`src/rtl/alu_sweep_pkg.sv`:
```
// Shared types and constants for the ALU sweep sequencer: FSM states,
// sweep dimensions and the fixed operand pair table.
package alu_sweep_pkg;

    typedef enum logic [2:0] {
        ST_IDLE   = 3'd0,
        ST_DRIVE  = 3'd1,
        ST_SAMPLE = 3'd2,
        ST_EMIT   = 3'd3,
        ST_DONE   = 3'd4
    } state_e;

    localparam int NUM_OPS   = 16;
    localparam int NUM_PAIRS = 5;
    localparam int OUT_W     = 20;
    localparam int NUM_VECS  = NUM_OPS * NUM_PAIRS;

    // Entry [0] is the first pair swept for every opcode.
    localparam logic [NUM_PAIRS-1:0][3:0] PAIR_A = {4'hB, 4'hC, 4'h3, 4'h2, 4'h1};
    localparam logic [NUM_PAIRS-1:0][3:0] PAIR_B = {4'h1, 4'h2, 4'h3, 4'h4, 4'h5};

    // Returns {a, b} for a pair index; out-of-range indices map to zero.
    function automatic logic [7:0] pair_ab(input logic [2:0] idx);
        case (idx)
            3'd0:    pair_ab = {PAIR_A[0], PAIR_B[0]};
            3'd1:    pair_ab = {PAIR_A[1], PAIR_B[1]};
            3'd2:    pair_ab = {PAIR_A[2], PAIR_B[2]};
            3'd3:    pair_ab = {PAIR_A[3], PAIR_B[3]};
            3'd4:    pair_ab = {PAIR_A[4], PAIR_B[4]};
            default: pair_ab = 8'h00;
        endcase
    endfunction

endpackage

```
`src/rtl/alu_sweep_vec_ctr.sv`:
```
// Nested opcode/pair counter: pair is the inner loop, opcode the outer loop.
// Exposes the next position so the caller can register operands early.
module alu_sweep_vec_ctr
    import alu_sweep_pkg::*;
(
    input  logic       clk,
    input  logic       rst,
    input  logic       clear_i,
    input  logic       advance_i,
    output logic [3:0] sel_nxt_o,
    output logic [2:0] pair_nxt_o,
    output logic       last_o
);

    logic [3:0] sel_q, sel_d;
    logic [2:0] pair_q, pair_d;
    logic       wrap;

    assign wrap = (pair_q == 3'(NUM_PAIRS - 1));

    always_comb begin
        sel_nxt_o  = wrap ? sel_q + 4'd1 : sel_q;
        pair_nxt_o = wrap ? 3'd0 : pair_q + 3'd1;
        last_o     = wrap && (sel_q == 4'(NUM_OPS - 1));
        sel_d      = sel_q;
        pair_d     = pair_q;
        if (clear_i) begin
            sel_d  = 4'd0;
            pair_d = 3'd0;
        end else if (advance_i) begin
            sel_d  = sel_nxt_o;
            pair_d = pair_nxt_o;
        end
    end

    always_ff @(posedge clk) begin
        if (rst) begin
            sel_q  <= 4'd0;
            pair_q <= 3'd0;
        end else begin
            sel_q  <= sel_d;
            pair_q <= pair_d;
        end
    end

endmodule

```
`src/rtl/alu_sweep_seq.sv`:
```
// Sweeps 16 opcodes x 5 operand pairs through an external combinational ALU,
// streaming each captured {sel,a,b,y} word over a valid/ready interface.
module alu_sweep_seq
    import alu_sweep_pkg::*;
#(
    parameter int SETTLE_CYCLES = 1
) (
    input  logic             clk,
    input  logic             rst,
    input  logic             start,
    output logic             busy,
    output logic             done,
    output logic [3:0]       alu_a,
    output logic [3:0]       alu_b,
    output logic [3:0]       alu_sel,
    input  logic [7:0]       alu_y,
    output logic             out_valid,
    input  logic             out_ready,
    output logic [OUT_W-1:0] out_data,
    output logic [6:0]       vec_cnt,
    output logic [15:0]      checksum
);

    state_e state_q, state_d;

    logic [3:0]       settle_q, settle_d;
    logic [3:0]       alu_a_q, alu_a_d;
    logic [3:0]       alu_b_q, alu_b_d;
    logic [3:0]       alu_sel_q, alu_sel_d;
    logic [OUT_W-1:0] out_data_q, out_data_d;
    logic [6:0]       vec_cnt_q, vec_cnt_d;
    logic [15:0]      checksum_q, checksum_d;

    logic       start_sweep, handshake, settled;
    logic [3:0] sel_nxt;
    logic [2:0] pair_nxt;
    logic       last;
    logic [7:0] ab_first, ab_nxt;

    assign start_sweep = (state_q == ST_IDLE) && start;
    assign handshake   = (state_q == ST_EMIT) && out_ready;
    assign settled     = (settle_q == 4'(SETTLE_CYCLES - 1));
    assign ab_first    = pair_ab(3'd0);
    assign ab_nxt      = pair_ab(pair_nxt);

    alu_sweep_vec_ctr u_vec_ctr (
        .clk        (clk),
        .rst        (rst),
        .clear_i    (start_sweep),
        .advance_i  (handshake && !last),
        .sel_nxt_o  (sel_nxt),
        .pair_nxt_o (pair_nxt),
        .last_o     (last)
    );

    always_ff @(posedge clk) begin
        if (rst) state_q <= ST_IDLE;
        else     state_q <= state_d;
    end

    always_comb begin
        state_d = state_q;
        case (state_q)
            ST_IDLE:   if (start) state_d = ST_DRIVE;
            ST_DRIVE:  if (settled) state_d = ST_SAMPLE;
            ST_SAMPLE: state_d = ST_EMIT;
            ST_EMIT:   if (out_ready) state_d = last ? ST_DONE : ST_DRIVE;
            ST_DONE:   state_d = ST_IDLE;
            default:   state_d = ST_IDLE;
        endcase
    end

    always_comb begin
        busy      = (state_q != ST_IDLE);
        done      = (state_q == ST_DONE);
        out_valid = (state_q == ST_EMIT);
    end

    // Operands only change at a sweep start or an EMIT handshake, so they
    // stay stable from the first DRIVE cycle through EMIT of each vector.
    always_comb begin
        settle_d   = (state_q == ST_DRIVE) ? settle_q + 4'd1 : 4'd0;
        alu_a_d    = alu_a_q;
        alu_b_d    = alu_b_q;
        alu_sel_d  = alu_sel_q;
        out_data_d = out_data_q;
        vec_cnt_d  = vec_cnt_q;
        checksum_d = checksum_q;
        if (start_sweep) begin
            vec_cnt_d  = 7'd0;
            checksum_d = 16'd0;
            alu_sel_d  = 4'd0;
            {alu_a_d, alu_b_d} = ab_first;
        end
        if (state_q == ST_SAMPLE) begin
            out_data_d = {alu_sel_q, alu_a_q, alu_b_q, alu_y};
            checksum_d = checksum_q + {8'd0, alu_y};
        end
        if (handshake) begin
            vec_cnt_d = vec_cnt_q + 7'd1;
            if (!last) begin
                alu_sel_d = sel_nxt;
                {alu_a_d, alu_b_d} = ab_nxt;
            end
        end
    end

    always_ff @(posedge clk) begin
        if (rst) begin
            settle_q   <= 4'd0;
            alu_a_q    <= 4'd0;
            alu_b_q    <= 4'd0;
            alu_sel_q  <= 4'd0;
            out_data_q <= '0;
            vec_cnt_q  <= 7'd0;
            checksum_q <= 16'd0;
        end else begin
            settle_q   <= settle_d;
            alu_a_q    <= alu_a_d;
            alu_b_q    <= alu_b_d;
            alu_sel_q  <= alu_sel_d;
            out_data_q <= out_data_d;
            vec_cnt_q  <= vec_cnt_d;
            checksum_q <= checksum_d;
        end
    end

    assign alu_a    = alu_a_q;
    assign alu_b    = alu_b_q;
    assign alu_sel  = alu_sel_q;
    assign out_data = out_data_q;
    assign vec_cnt  = vec_cnt_q;
    assign checksum = checksum_q;

endmodule

```
`config.mk`:
```
export PLATFORM = sky130hd
export DESIGN_NAME = alu_sweep_seq
export DESIGN_NICKNAME = d
export VERILOG_FILES = /design/src/rtl/alu_sweep_pkg.sv /design/src/rtl/alu_sweep_vec_ctr.sv /design/src/rtl/alu_sweep_seq.sv
export SDC_FILE = /design/constraint.sdc
export NUM_CORES = 1
export LEC_CHECK = 0
export BUFFER_PORTS_ARGS = -buffer_cell sky130_fd_sc_hd__buf_2
export CAP_MARGIN = 20
export CORE_AREA = 2 2 94 96
export DETAILED_ROUTE_END_ITERATION = 10
export DIE_AREA = 0 0 96 98
export GPL_TIMING_DRIVEN = 0
export PLACE_DENSITY = 0.56
export SLEW_MARGIN = 10
export SYNTH_ARGS = -nofsm -noshare
export SYNTH_HDL_FRONTEND = slang
export SYNTH_HIERARCHICAL = 1
export SYNTH_SLANG_ARGS = --single-unit
```
`constraint.sdc`:
```
create_clock -name clk -period 3.1 [get_ports clk]
set_input_delay 0.31 -clock clk [delete_from_list [all_inputs] [get_ports clk]]
set_output_delay 0.31 -clock clk [all_outputs]
set_load 0.02 [all_outputs]
```
==> results of run 1 <==
==> cell families (layout without fill, tap and decap cells) <==
family / after synthesis / count (layout)
buffers and inverters: 28 / 113
flip-flops: 69 / 69
AO/OA/AOI/OAI: 81 / 81
AND/OR/NAND/NOR: 170 / 170
adder cells (fa/ha/maj): 15 / 15
multiplexers: 8 / 8
XOR/XNOR: 17 / 17
==> stage by stage <==
stage / cells / hold WS (ns)
after detailed placement: 565 / 0.444
after global routing: 581 / 0.207
final: 581 / 0.221
after CTS: 581 / 0.209
after global placement: 565 / 0.438
after floorplan: 388 / 0.430
==> layout make-up <==
cell class / count / area, µm²
timing repair buffer: 69 / 345
buffer: 16 / 91.3
sequential: 69 / 1380
inverter: 12 / 45.0
multi-input combinational: 291 / 1740
clock inverter: 7 / 103
fill: 878 / 4500
clock buffer: 9 / 124
tap: 108 / 135
==> worst min-delay path, delay by kind of cell <==
| family | cells | cell delay (ns) |
|---|---|---|
| buffers and inverters | 1 | 0.11 |
| AOI/OAI and AO/OA | 1 | 0.05 |
| and+or+nand+nor | 1 | 0.05 |
==> Yosys cell counts (2+ instances only) <==
| cell type | number |
|---|---|
| o21ai_0 | 13 |
| a22oi_1 | 5 |
| o21a_1 | 4 |
| nor3_1 | 6 |
| a31o_2 | 2 |
| xor2_1 | 8 |
| a21o_1 | 2 |
| o31ai_1 | 3 |
| ha_1 | 14 |
| buf_6 | 4 |
| nand2_1 | 63 |
| or2_2 | 2 |
| nand2b_1 | 6 |
| nand4_1 | 6 |
| nor2b_1 | 2 |
| nor2_4 | 3 |
| and3_1 | 2 |
| o21ai_2 | 2 |
| a21oi_1 | 41 |
| inv_1 | 11 |
| nor3b_1 | 6 |
| clkbuf_1 | 11 |
| dfxtp_1 | 69 |
| mux2i_1 | 5 |
| xnor2_1 | 9 |
| nor2_1 | 47 |
| nand3_1 | 15 |
| o21ai_1 | 3 |
| mux2_2 | 3 |
==> routing by layer <==
layer | track usage | vias up | share of wire
met1 | 0.242 | 1331 | 0.49
met4 | 0.0934 | 0 | 0.028
li1 | - | 1485 | -
met5 | 0 | - | 0
met2 | 0.258 | 65 | 0.44
met3 | 0.0347 | 16 | 0.048
==> sequential cells by signal, summed over array words and instances, names as in the netlist <==
signal	cells
settle_q	4
u_vec_ctr/pair_q	3
vec_cnt	7
state_q	3
alu_a	4
out_data	20
alu_sel	4
u_vec_ctr/sel_q	4
alu_b	4
checksum	16
==> worst max path at each step <==
stage	startpoint	to	slack (ns)	cells after the start
2_1_floorplan	checksum[0]	checksum[10]	0.88	9
4_1_cts	u_vec_ctr/pair_q[0]	u_vec_ctr/sel_q[1]	0.74	11
3_3_place_gp	alu_y[0]	checksum[10]	0.74	10
3_5_place_dp	alu_y[0]	checksum[10]	0.72	10
6_report	u_vec_ctr/pair_q[0]	u_vec_ctr/sel_q[1]	0.75	11
5_1_grt	u_vec_ctr/pair_q[0]	u_vec_ctr/sel_q[1]	0.58	11
==> power breakdown <==
part	switching (mW)	internal (mW)	leakage (nW)
Combinational	0.204	0.101	1.01
Clock	0.381	0.464	0.111
Sequential	0.0234	0.914	0.558
==> metrics.csv, run 1 <==
metric;value;unit
status;completed;
critical path's largest stage delay;0.48;ns
Main synth FF type;dfxtp_1;
Min-Delay Path Class;in2reg;
clock sinks;69;
Pwr per Cell Area;527;nW/µm²
multiplexer share of the synthesized area;0.0258;
Die Width;96;µm
largest net degree at the start of global routing;15;
Startpoint Class;flop;
routed len/inst;13.6;µm
Unique masters post-synth;50;
Slew @ Worst Pin;0.593;ns
register area share after synthesis;0.424;
Die H;98;µm
worst-path cell chain;inv_1 > ha_1 > and2_1 > nand2_1 > nor2_1 > nor2_4 > buf_6 > buf_6 > nand3_1 > mux2i_1 > nor2_1;
Synth Net Count;415;
RSZ-0062 raised after global routing;no;
Hold Vio Cnt, Final;0;
Syn. warnings;6;
Post-Synth XOR/XNOR Area;0.0458;
Syn Area/Cell;8.39;µm²
# rows;34;
Area Growth Syn to Fin;21.7;%
DP HPWL;5.89;mm
ratio of final minimum period to clock period;0.760;
Hold Crit Depth;3;
pre-CTS setup slack;0.718;ns
number of synthesized flops with an enable pin;0;
compound-cell area share of the yosys netlist;0.147;
hold_sp;alu_y[4];
Fin Clk Skew;0.00996;ns
global route overflow;0;
DRT iter0 DRCs;77;
Placeable Area;8470;µm²
final WL;7.90;mm
share of the synthesized area in the top cell type;0.424;
Worst R2R Path Depth;11;
crit path time final;2.35;ns
VDD IR max;219;µV
cell family with most CP delay;simple AND/OR/NAND/NOR gates;
remaining routing DRC violations;0;
post-placement cell area;3730;µm²
DR pass1 iterations;4;
I/O pin count;70;
I/O Buffers;69;
Final setup viols;0;
CTS Buffer Depth;2;
critical path capture point type;flop;
Post-CTS Resized;0;
commonest non-fill, non-tap cell in the layout;buf_2;
vias per inst;4.99;
H-tree Lvls;3;
worst setup path class;reg2reg;
setup_tns;0;ns
vias post-DR;2897;
area share of and/or/nand/nor cells after synthesis;0.255;
Max Transition Viols Final;0;
max_cap viols;0;
post-route ant nets;0;
Nets;495;
most frequent cells in the layout;buf_2 (70), dfxtp_1 (69), nand2_1 (63);
post-CTS setup buffers;0;
CTS tree;built;
final instance area;3960;µm²
Slew HR;0.605;
Max Freq;0.425;GHz
initial antenna violation count;0;
most area-hungry cell type in the Yosys netlist;dfxtp_1;
final total power;2.09;mW
r2r setup slk;0.75;ns
Reg2Reg Launch Point;u_vec_ctr/pair_q[0];
async set-reset flop share out of synthesis;0;
leakage power;1.68;nW
main combinational cell family by area after synthesis;simple AND/OR/NAND/NOR gates;
CP arrival;2.59;ns
Crit path buffers/inverters;3;
crit path max-delay cell type;nor2_1;
WHS Endpoint;out_data[4];
CP required;3.33;ns
CTS Root Cell;clkbuf_8;
Synth Register Bits;69;
die area;9410;µm²
reg2reg end;u_vec_ctr/sel_q[1];
Final Worst Setup Slack;0.745;ns
Area contributors post-synth;dfxtp_1 (42%), nand2_1 (7.3%), a21oi_1 (6.3%);
adder-cell share of the synthesized area;0.0600;
CP Max Fanout;10;
CTS buffer count;9;
Clk pin slew, worst setup/hold paths;0.08;ns
initial cell density of the core;0.384;
first-pass GRT wire length;13.0;mm
placer congestion estimate;0.850;
share of layout cells above drive strength 1;0.237;
number of diodes;0;
worst-skew pair later-pin latency;0.34;ns
Final Util;0.468;
vias in the first global route;2811;
Cell Area, Synth;3250;µm²
CTS hold repair buffers;0;
cells after synthesis;388;
GRT Overall Usage;0.176;
(Power assumes the default switching activity.)
==> run 2, diff against run 1 <==
==> constraint.sdc (replaced) <==
create_clock -name clk -period 2.3 [get_ports clk]
set_input_delay 0.23 -clock clk [delete_from_list [all_inputs] [get_ports clk]]
set_output_delay 0.23 -clock clk [all_outputs]
set_load 0.02 [all_outputs]
==> run 2 against run 1 <==
- hold slack worse by 0.079 ns
- fmax increased by 8.6%
- first-iteration DRC count is 3.9% higher
- clock skew is 0.00081 ns lower
- clock power rose by 35%
- core utilization up 0.34 points
- wire length is 1.1% higher
- register-to-register slack worse by 0.61 ns
- die area did not move
- final cell count did not move
==> metrics.csv, run 2 (same netlist as run 1, synthesis figures left out) <==
metric;value;unit
worst setup path class;reg2reg;
Nets;495;
cell family with most CP delay;adder cells;
post-route ant nets;0;
CP arrival;2.41;ns
H-tree Lvls;3;
CP Max Fanout;5;
I/O pin count;70;
Placeable Area;8470;µm²
Worst R2R Path Depth;9;
clock sinks;69;
VDD IR max;297;µV
Area Growth Syn to Fin;22.6;%
vias per inst;5.00;
leakage power;1.69;nW
reg2reg end;checksum[10];
die area;9410;µm²
largest net degree at the start of global routing;15;
DR pass1 iterations;4;
RSZ-0062 raised after global routing;no;
Pwr per Cell Area;708;nW/µm²
vias post-DR;2905;
vias in the first global route;2815;
Fillers;877;
critical path capture point type;flop;
Max Freq;0.461;GHz
placer congestion estimate;0.850;
remaining routing DRC violations;0;
Slew @ Worst Pin;0.589;ns
initial antenna violation count;0;
Die H;98;µm
DP HPWL;5.89;mm
final WL;7.98;mm
commonest non-fill, non-tap cell in the layout;buf_2;
WHS Endpoint;out_data[4];
status;completed;
DRT iter0 DRCs;80;
ratio of final minimum period to clock period;0.943;
Crit path buffers/inverters;1;
Final setup viols;0;
post-CTS setup buffers;0;
I/O Buffers;69;
first-pass GRT wire length;13.0;mm
Slew HR;0.607;
Min-Delay Path Class;in2reg;
final total power;2.82;mW
share of layout cells above drive strength 1;0.254;
Clk pin slew, worst setup/hold paths;0.08;ns
global route overflow;0;
most frequent cells in the layout;buf_2 (70), dfxtp_1 (68), nand2_1 (63);
routed len/inst;13.7;µm
Fin Clk Skew;0.00915;ns
pre-CTS setup slack;-0.0348;ns
crit path max-delay cell type;fa_1;
CP required;2.54;ns
initial cell density of the core;0.384;
Final Util;0.471;
CTS Buffer Depth;2;
hold_sp;alu_y[4];
worst-skew pair later-pin latency;0.35;ns
Die Width;96;µm
CTS Root Cell;clkbuf_8;
GRT Overall Usage;0.176;
max_cap viols;0;
critical path's largest stage delay;0.41;ns
number of diodes;0;
crit path time final;2.17;ns
Max Transition Viols Final;0;
Final Worst Setup Slack;0.132;ns
r2r setup slk;0.13;ns
Hold Crit Depth;3;
# rows;34;
worst-path cell chain;ha_2 > inv_1 > fa_1 > nand2b_4 > a21oi_2 > o21ai_2 > nor2_4 > nand3_1 > mux2_2;
CTS buffer count;9;
max FFs per register;20;
Hold Vio Cnt, Final;0;
Reg2Reg Launch Point;checksum[0];
CTS tree;built;
Startpoint Class;flop;
worst hold slack;0.142;ns
run 2: final cells by class:
| class | instances | area, µm² | share of cell area |
|---|---|---|---|
| Multi-Input combinational cell | 291 | 1760 | 0.442 |
| Timing Repair Buffer | 69 | 345 | 0.0865 |
| Inverter | 12 | 45.0 | 0.0113 |
| Sequential cell | 69 | 1380 | 0.347 |
| Clock inverter | 7 | 103 | 0.0257 |
| Tap cell | 108 | 135 | 0.0339 |
| Buffer | 16 | 91.3 | 0.0229 |
| Clock buffer | 9 | 124 | 0.0310 |
run 2: timing repair:
action                     4_1_cts  5_1_grt
pin swaps                        0        2
setup endpoints to repair        3        6
hold buffers                     0        0
gates resized for setup          2        6
run 2: through the flow:
stage | cells | cell area [µm²] | TNS (ns)
floorplan | 388 | 3250 | 0
global placement | 565 | 3730 | -0.0176
detailed placement | 565 | 3730 | -0.0632
CTS | 581 | 3970 | 0
global route | 581 | 3990 | 0
finish | 581 | 3990 | 0
run 2: how the worst max path moves through the flow:
stage	start	end	slack, ns	cells after the start
2_1_floorplan	checksum[0]	checksum[10]	0.08	9
3_3_place_gp	u_vec_ctr/pair_q[0]	u_vec_ctr/sel_q[1]	-0.02	11
3_5_place_dp	u_vec_ctr/pair_q[0]	u_vec_ctr/sel_q[1]	-0.03	11
4_1_cts	checksum[0]	checksum[10]	0.03	9
5_1_grt	checksum[0]	checksum[10]	0.007	9
6_report	checksum[0]	checksum[10]	0.13	9
run 2: worst min-delay path: cells and delay by family:
family / cells / cell delay [ns]
simple gates: 1 / 0.05
buf+inv: 1 / 0.11
compound gates: 1 / 0.05
run 2: routing by layer:
metal | vias to the layer above | routed length, µm | global-route usage
met5 | - | 0 | 0
met4 | 0 | 225 | 0.0934
met3 | 16 | 384 | 0.0347
met2 | 73 | 3510 | 0.260
met1 | 1335 | 3860 | 0.242
li1 | 1481 | - | -
run 2: power by group:
part	internal, mW	switching, mW	leakage [nW]
registers	1.23	0.0319	0.559
clock network	0.626	0.515	0.111
logic	0.139	0.280	1.02
